`src/rtl/conv_pkg.sv`:
```
// Shared constants and state encoding for the convolution scan sequencer.
package conv_pkg;

    localparam int KSIZE  = 3;   // kernel edge
    localparam int OSIZE  = 19;  // output map edge
    localparam int AW     = 4;   // weight bank address width
    localparam int RD_LAT = 1;   // weight bank read latency
    localparam int KW     = 2;   // kernel counter width
    localparam int OW     = 5;   // output counter width
    localparam int NLANE  = 16;  // weight lanes fed in parallel

    typedef enum logic [1:0] {IDLE, LOAD, SCAN, DONE} state_t;

endpackage

```
`src/rtl/conv_scan_ctrl_scan_counter.sv`:
```
// Wrap-around loop counter: counts 0..MAX on en, returns to 0 after MAX.
module scan_counter #(
    parameter int MAX = 2,
    parameter int W   = 2
)(
    input  logic         clk,
    input  logic         xrst,
    input  logic         en,
    input  logic         clr,
    output logic [W-1:0] q,
    output logic         at_max
);

    assign at_max = (q == W'(MAX));

    // Count register: clear has priority, wrap to zero at MAX.
    always_ff @(posedge clk or negedge xrst) begin
        if (!xrst) begin
            q <= '0;
        end else if (clr) begin
            q <= '0;
        end else if (en) begin
            q <= at_max ? '0 : q + W'(1);
        end
    end

endmodule

```
`src/rtl/conv_scan_ctrl.sv`:
```
// Kernel fetch and output-position scan sequencer for the weight register array.
// Fetches one kernel from the weight banks, then walks x,y (inner) and X,Y (outer)
// issuing shift strobes; pulses finish after the last output position.
module conv_scan_ctrl
    import conv_pkg::*;
#(
    parameter int RD_LAT_CFG = RD_LAT
)(
    input  logic          clk,
    input  logic          xrst,
    input  logic          start,
    input  logic          stall,
    output logic [AW-1:0] raddr,
    output logic          wload_en,
    output logic [AW-1:0] wload_idx,
    output logic [KW-1:0] x,
    output logic [KW-1:0] y,
    output logic [OW-1:0] X,
    output logic [OW-1:0] Y,
    output logic          x_adv,
    output logic          y_adv,
    output logic          X_adv,
    output logic          row_wrap,
    output logic          busy,
    output logic          finish
);

    localparam logic [AW-1:0] LAST_ADDR = AW'(KSIZE*KSIZE-1);

    state_t        state, state_nxt;
    logic          iss, iss_nxt;
    logic [AW-1:0] raddr_nxt;
    logic          fin_nxt;
    logic          cnt_clr;
    logic          step;
    logic          x_max, y_max, X_max, Y_max;
    logic          en_y, en_X, en_Y;

    // Read-latency delay line carrying the issue strobe and address to the cells.
    logic [RD_LAT_CFG-1:0] vld_pipe;
    logic [AW-1:0]         idx_pipe [RD_LAT_CFG];

    assign step = (state == SCAN) && !stall;
    assign en_y = step & x_max;
    assign en_X = en_y & y_max;
    assign en_Y = en_X & X_max;

    assign wload_en  = vld_pipe[RD_LAT_CFG-1];
    assign wload_idx = idx_pipe[RD_LAT_CFG-1];

    // State register.
    always_ff @(posedge clk or negedge xrst) begin
        if (!xrst) begin
            state <= IDLE;
        end else begin
            state <= state_nxt;
        end
    end

    // Next-state and next-output decode.
    always_comb begin
        state_nxt = state;
        iss_nxt   = 1'b0;
        raddr_nxt = '0;
        fin_nxt   = 1'b0;
        cnt_clr   = 1'b0;
        case (state)
            IDLE: begin
                if (start) begin
                    state_nxt = LOAD;
                    iss_nxt   = 1'b1;
                    cnt_clr   = 1'b1;
                end
            end
            LOAD: begin
                if (iss && raddr != LAST_ADDR) begin
                    iss_nxt   = 1'b1;
                    raddr_nxt = raddr + AW'(1);
                end
                // Leave only once the last fetched weight has been handed over.
                if (wload_en && wload_idx == LAST_ADDR) begin
                    state_nxt = SCAN;
                end
            end
            SCAN: begin
                if (step && x_max && y_max && X_max && Y_max) begin
                    state_nxt = DONE;
                    fin_nxt   = 1'b1;
                end
            end
            default: begin
                state_nxt = IDLE;
            end
        endcase
    end

    // Registered outputs: fetch address, status and mutually exclusive step strobes.
    always_ff @(posedge clk or negedge xrst) begin
        if (!xrst) begin
            raddr    <= '0;
            iss      <= 1'b0;
            busy     <= 1'b0;
            finish   <= 1'b0;
            x_adv    <= 1'b0;
            y_adv    <= 1'b0;
            X_adv    <= 1'b0;
            row_wrap <= 1'b0;
        end else begin
            raddr    <= raddr_nxt;
            iss      <= iss_nxt;
            busy     <= (state_nxt == LOAD) || (state_nxt == SCAN);
            finish   <= fin_nxt;
            x_adv    <= step & !x_max;
            y_adv    <= step & x_max & !y_max;
            X_adv    <= step & x_max & y_max & !X_max;
            row_wrap <= step & x_max & y_max & X_max & !Y_max;
        end
    end

    // Shift the issue strobe/address through RD_LAT_CFG stages.
    always_ff @(posedge clk or negedge xrst) begin
        if (!xrst) begin
            vld_pipe <= '0;
            for (int i = 0; i < RD_LAT_CFG; i++) begin
                idx_pipe[i] <= '0;
            end
        end else begin
            vld_pipe[0] <= iss;
            idx_pipe[0] <= raddr;
            for (int i = 1; i < RD_LAT_CFG; i++) begin
                vld_pipe[i] <= vld_pipe[i-1];
                idx_pipe[i] <= idx_pipe[i-1];
            end
        end
    end

    scan_counter #(.MAX(KSIZE-1), .W(KW)) u_cnt_x (
        .clk(clk), .xrst(xrst), .en(step), .clr(cnt_clr), .q(x), .at_max(x_max)
    );

    scan_counter #(.MAX(KSIZE-1), .W(KW)) u_cnt_y (
        .clk(clk), .xrst(xrst), .en(en_y), .clr(cnt_clr), .q(y), .at_max(y_max)
    );

    scan_counter #(.MAX(OSIZE-1), .W(OW)) u_cnt_bx (
        .clk(clk), .xrst(xrst), .en(en_X), .clr(cnt_clr), .q(X), .at_max(X_max)
    );

    scan_counter #(.MAX(OSIZE-1), .W(OW)) u_cnt_by (
        .clk(clk), .xrst(xrst), .en(en_Y), .clr(cnt_clr), .q(Y), .at_max(Y_max)
    );

endmodule

```
`config.mk`:
```
export PLATFORM = sky130hd
export DESIGN_NAME = conv_scan_ctrl
export DESIGN_NICKNAME = d
export VERILOG_FILES = /design/src/rtl/conv_pkg.sv /design/src/rtl/conv_scan_ctrl_scan_counter.sv /design/src/rtl/conv_scan_ctrl.sv
export SDC_FILE = /design/constraint.sdc
export NUM_CORES = 1
export LEC_CHECK = 0
export ABC_AREA = 1
export CORE_ASPECT_RATIO = 1.4
export CORE_MARGIN = 5
export CORE_UTILIZATION = 50
export DETAILED_ROUTE_END_ITERATION = 8
export GPL_TIMING_DRIVEN = 1
export PLACE_DENSITY = 0.79
export REMOVE_ABC_BUFFERS = 1
export SETUP_SLACK_MARGIN = 0.05
export SYNTH_ARGS = -nofsm -noshare
export SYNTH_HDL_FRONTEND = slang
export SYNTH_SLANG_ARGS = --single-unit
```
`constraint.sdc`:
```
create_clock -name clk -period 2.9 [get_ports clk]
set_input_delay 0.435 -clock clk [delete_from_list [all_inputs] [get_ports clk]]
set_output_delay 0.435 -clock clk [all_outputs]
set_load 0.01 [all_outputs]
```
## Yosys cells after proc, flatten, opt, wreduce, memory -nomap -nowiden

Cells that the tools add are included.
W data, S select, Z words.

- $add $sub $neg: 5
- Eq/ne operators: 10
- Muxes and demuxes: 24
- Bitwise logic cells: 7
- Reductions and logical operators: 18

Operator list:

| operator | number |
|---|---|
| $mux W5 | 6 |
| $mux W2 | 9 |
| $add A5 B1 Y5 const B | 2 |
| $eq A5 B5 Y1 const B | 2 |
| $eq A2 B2 Y1 const B | 4 |
| $mux W4 | 2 |
| $reduce_bool A2 Y1 | 4 |
| $and A1 B1 Y1 | 7 |
| $logic_and A1 B1 Y1 | 7 |
| $pmux W2 S3 | 1 |
| $logic_not A1 Y1 | 5 |
| $mux W1 | 5 |
| $add A2 B1 Y2 const B | 2 |
| $add A4 B1 Y4 const B | 1 |
| $eq A2 B1 Y1 const B | 2 |
| $eq A4 B4 Y1 const B | 1 |
| $ne A4 B4 Y1 const B | 1 |
| $logic_not A2 Y1 | 1 |
| $pmux W1 S2 | 1 |
| $logic_or A1 B1 Y1 | 1 |

- Register bits: 32
- Input port bits: 4
- Output and inout bits: 29
- Word-level logic and storage cells: 79

## Longest topological paths before layout

- Depth in word-level cells: 10
- Mapped depth: 8
- Mapped depth without buffers: 8

## By module

Synthesis repeated with hierarchy kept, for this count alone.

- Cells, all modules: 187
- Area total of the unflattened synthesis: 1532.7 µm²

By module, submodules not included:

| module | times used | cells an instance | area each (µm²) | seq. area each (µm²) |
|---|---|---|---|---|
| conv_scan_ctrl | 1 | 69 | 709.4 | 450.4 |
| scan_counter (u_cnt_bx ...) | 2 | 46 | 315.3 | 125.1 |
| scan_counter (u_cnt_x ...) | 2 | 13 | 96.3 | 50.0 |

## Least setup slack after synthesis

Ideal clock, no wire load.

- Path type: reg-to-reg
- From: reg u_cnt_by.q[0]
- To: reg busy
- Setup time: 124 ps
- Arrival time: 1237 ps
- Required time: 2776 ps
- Path slack: 1540 ps
- Stages on the path, launching flop included: 8
- Path buffers: 0
- Period minus slack after synthesis: 1360 ps
- Cells stage by stage: dfrtp_1 inv_1 ha_1 nand2_1 nor3_4 nand2_2 nor2_4 o21bai_1

- Cells in the longest elaborated chain, start to end: 6
- Elaborated cells between the ends (all ways): 7
- Those cells by class: 3 x eq/ne; 2 x mux; 2 x reduce/logical

RTL lines:

| element | line | source |
|---|---|---|
| start, declared | conv_scan_ctrl_scan_counter.sv:10 | `output logic [W-1:0] q,` |
| start signal, assigned | conv_scan_ctrl_scan_counter.sv:23 | `q <= at_max ? '0 : q + W'(1);` |
| $eq A5 B5 Y1 * | conv_scan_ctrl_scan_counter.sv:14 | `assign at_max = (q == W'(MAX));` |
| $logic_and A1 B1 Y1 * | conv_scan_ctrl.sv:86 | `if (step && x_max && y_max && X_max && Y_max) begin` |
| $mux W2 * | conv_scan_ctrl.sv:86 |  |
| $pmux W2 S3 * | conv_scan_ctrl.sv:67 | `case (state)` |
| $eq A2 B1 Y1 / $eq A2 B2 Y1 (equally long branches) | conv_scan_ctrl.sv:111 | `busy <= (state_nxt == LOAD) \|\| (state_nxt == SCAN);` |
| $logic_or A1 B1 Y1 * | conv_scan_ctrl.sv:111 |  |
| end signal, assigned | conv_scan_ctrl.sv:111 |  |
| end, declared | conv_scan_ctrl.sv:24 | `output logic busy,` |

Every way passes the cells marked *; elsewhere a longest branch is shown, timed or not.
A chain may end at the register's enable or synchronous reset.

## Worst setup path after layout

- From: reg u_cnt_bx.q[2]
- To: out X[2]

RTL lines:

| element | line | source |
|---|---|---|
| start, declared | conv_scan_ctrl_scan_counter.sv:10 |  |
| start signal, assigned | conv_scan_ctrl_scan_counter.sv:23 |  |
| end, declared | conv_scan_ctrl.sv:18 | `output logic [OW-1:0] X,` |

No word-level cell between the ends.

==> results.md <==
- The flow ran to the end, and the final reports show no timing, DRC or antenna violations.
- The category of the worst setup path capture point is a primary output.
- STA puts the critical path data required time at 2.47 ns.
- Global routing finished with a remaining overflow of 0.
- The area of the die is 4170 sq um.
- The final period demand of the worst path is between 1.5 and 2 ns.
- At the later pin of the worst-skew pair, clock insertion delay measures 0.28 ns.
- The share of the Yosys chip area taken by registers is 0.540.
- Entering global routing, the biggest net connects 33 pins.
- The post-route setup TNS is 0 ns.
- Setup repair after global routing left no endpoint under its margin.
- The final estimated routing congestion in global placement is just over 0.7.
- The H-tree generated during clock tree synthesis spans 2 levels.
- Of all nets on the critical path, the largest fanout is 6.
- The post-CTS repair timing setup buffer count is 0.
- For this run, the leading register cell type out of synthesis is sky130_fd_sc_hd__dfrtp_1.
- The CTS tree is done.
- Dividing total power by cell area gives a power density of 655 nW/um^2.
- The total via count in the routed design is 1,096.
- In this run, synthesis produced a sequential element count of 32.
- The total number of nets in the final design is approximately 190.
- The first global-routing pass estimated around 5000 um of wire.
- The maximum clock frequency is 0.552 GHz.
- The number of violations reported at the end of detailed-routing iteration 0 is 22.
- The first-pass detailed-route iteration total is 4.
- For this configuration, the core starts out at a cell density of 0.521.
- The critical path is of the register to primary output type.
- The number of library cell types mapped by synthesis is 24.
- The number of antenna diodes in the final layout is 0.
- The number of buffer cells added on primary ports is 32.
- The library cell used as clock root buffer is sky130_fd_sc_hd__clkbuf_8.
- The total buffers and inverters traversed by the critical path is 1.
- The area occupied by multi-input gates is 589 sq um.
- The sequential cell area in the final layout is 801 sq um.
- At the worst endpoint, the arrival time is 1.38 ns.
- Each instance of the synthesized netlist takes up on average 10.2 sq um.
- Headroom to the max-slew limit came out at 0.629.
- The layout has 214 filler cells.
- The floorplan die width is 56.0 um.
- The vertical die dimension is 74.5 um.
- The initial antenna violation count is 0.
- Using the TritonRoute via totals, the vias-per-cell ratio works out to 4.96.
- Among cell families on the critical path, the largest total delay comes from buffers and inverters.
- Setup violations remaining at the end of the flow were counted as 0.
- The slew at the pin closest to its max-slew limit is about 0.55 ns.
- VDD sags by at most 0.558 mV.
- The slowest cell on the critical path is sky130_fd_sc_hd__clkdlybuf4s50_1.
- Walking the worst path, the cells encountered are clkdlybuf4s50_1.
- The max-cap violation count is 0.
- For this run, design rule violations remaining after detail routing come to 0.
- The worst setup path is launched from a register.
- Summing every instance area after synthesis gives 1480 sq um.
- The via count of the first global-routing pass is 1,170.
- Dividing the detail-routed wire length by the instance count gives 13.1 um.
- Sorting the synthesized cells by area gives the leading types as sky130_fd_sc_hd__dfrtp_1 (54%), sky130_fd_sc_hd__nand3_1 (5.7%), sky130_fd_sc_hd__inv_1 (5.6%).
- The cell with the most instances after synthesis is sky130_fd_sc_hd__dfrtp_1.
- The share of synthesized area in the top cell type comes to 0.540.
- Counting instances in the post-synthesis netlist gives the leading cell types as sky130_fd_sc_hd__dfrtp_1 (32), sky130_fd_sc_hd__inv_1 (22), sky130_fd_sc_hd__nand2_1 (22).
- The part of the cycle the worst path needs is 0.624.
- The number of clock buffers added by TritonCTS is 5.
- The fraction of final layout cells sized beyond drive strength 1 is 0.0978.
- The remaining antenna violation count after routing is 0.
- The routed wire length is ~2900 um.
- The number of gates resized after CTS is 0.
- The post-synthesis cell type with the largest combined area is sky130_fd_sc_hd__dfrtp_1.
- The longest clock path from root to sink contains 2 buffers.
- Overall power consumption after layout is estimated at 1260 uW.
- The global router's overall resource usage is 0.157.
- The number of warnings issued by yosys is 0.
- During I/O placement, the number of pins put on the boundary was 33.
- For the final database, setup skew stands at 0.00205 ns.
- The final max-slew violation count is 0.
- The synthesized design contains 0 enable-type register cells.
- After clock tree synthesis, the clock-pin slew on the worst setup and hold paths is 0.06 ns.
- The async set-or-reset flop fraction in the synthesized netlist is 1.00.
- The hold violation total from the final report is 0.
- The total area inside the core boundary comes to 2850 sq um.
- For this run, the slowest stage of the critical path takes 0.60 ns.
- The number of clock sinks seen by CTS is 32.
- The area growth from synthesis to final layout is 29.9%.
- In this run the worst hold path is classified as register to register.
- The worst hold-check slack is 0.378 ns.
- Synthesis produced a netlist whose cell count is 145.
- Row generation in the floorplan step produced 23 rows.
- The static leakage is 0.000936 uW.
- The hold buffer count at CTS is 0.
- The sum of net half-perimeters after detailed placement is ~2200 um.
-- worst paths after layout --
path	from	to	slack, ns	cells past startpoint
setup / recovery	u_cnt_bx.q[2]$_DFFE_PN0P_	X[2]	1.09	1
hold / removal	iss$_DFF_PN0_	wload_en$_DFF_PN0_	0.38	0
setup reg to reg	u_cnt_bx.q[0]$_DFFE_PN0P_	u_cnt_by.q[4]$_DFFE_PN0P_	1.43	8
hold reg to reg	iss$_DFF_PN0_	wload_en$_DFF_PN0_	0.38	0
max in group asynchronous	xrst	wload_idx[1]$_DFF_PN0_	2.06	2
min in group asynchronous	xrst	u_cnt_by.q[3]$_DFFE_PN0P_	0.55	2
-- per-stage QoR --
stage | std cells | util | setup WS [ns] | area, sq um
after floorplan | 144 | - | 1.54 | 1480
after global placement | 214 | 0.650 | 1.12 | 1850
after detailed placement | 214 | 0.650 | 1.04 | 1850
after CTS | 221 | 0.677 | 1.09 | 1930
after global routing | 221 | 0.677 | 1.05 | 1930
final | 221 | 0.677 | 1.09 | 1930
-- cell type report --
type                            count  area share
Clock buffer                        6      0.0376
Multi-Input combinational cell     89       0.306
Clock inverter                      1     0.00260
Inverter                           23      0.0448
Tap cell                           37      0.0240
Sequential cell                    32       0.415
Timing Repair Buffer               33       0.170
-- report_power, final --
part	internal [uW]	switching (uW)
sequential	509	88.7
clock	163	148
combinational	178	177
-- per-layer routing --
| metal | share of wire | up-vias | global-route usage |
|---|---|---|---|
| met5 | 0 | - | 0 |
| met4 | 0.024 | 0 | 0.0950 |
| met3 | 0.052 | 7 | 0.0503 |
| met2 | 0.53 | 26 | 0.277 |
| met1 | 0.39 | 527 | 0.165 |
| li1 | - | 536 | - |
-- cells by family (layout without fill, tap and decap cells) --
| family | Yosys count | count (layout) | share of synthesized area |
|---|---|---|---|
| simple gates | 63 | 63 | 0.254 |
| flops | 32 | 32 | 0.540 |
| buf+inv | 24 | 63 | 0.0632 |
| compound gates | 12 | 12 | 0.0455 |
| xor+xnor | 8 | 8 | 0.0472 |
| fa+ha+maj | 6 | 6 | 0.0506 |
-- state kept, by name, summed over array words and instances, names as in the netlist, 2 cells and up --
signal	count
u_cnt_x.q	2
wload_idx	4
state	2
raddr	4
u_cnt_y.q	2
u_cnt_bx.q	5
u_cnt_by.q	5
-- cell usage in the layout (no fill, tap or decap), types with 2 or more instances in the layout --
master / synthesis / final
sky130_fd_sc_hd__o21ai_0: 5 / 5
sky130_fd_sc_hd__ha_1: 6 / 6
sky130_fd_sc_hd__nor2_1: 9 / 9
sky130_fd_sc_hd__dfrtp_1: 32 / 32
sky130_fd_sc_hd__nand2_1: 22 / 22
sky130_fd_sc_hd__o22ai_1: 2 / 2
sky130_fd_sc_hd__nand3_1: 17 / 17
sky130_fd_sc_hd__nor2_4: 2 / 2
sky130_fd_sc_hd__nand2_2: 2 / 2
sky130_fd_sc_hd__nor3_4: 2 / 2
sky130_fd_sc_hd__xor2_1: 6 / 6
sky130_fd_sc_hd__nand3_4: 2 / 2
sky130_fd_sc_hd__nand4_1: 3 / 3
sky130_fd_sc_hd__nor2_8: 2 / 2
sky130_fd_sc_hd__clkbuf_8: 0 / 5
sky130_fd_sc_hd__inv_1: 22 / 22
sky130_fd_sc_hd__xnor2_1: 2 / 2
sky130_fd_sc_hd__clkdlybuf4s50_1: 0 / 32
sky130_fd_sc_hd__a21oi_1: 2 / 2
(Power assumes the default switching activity.)
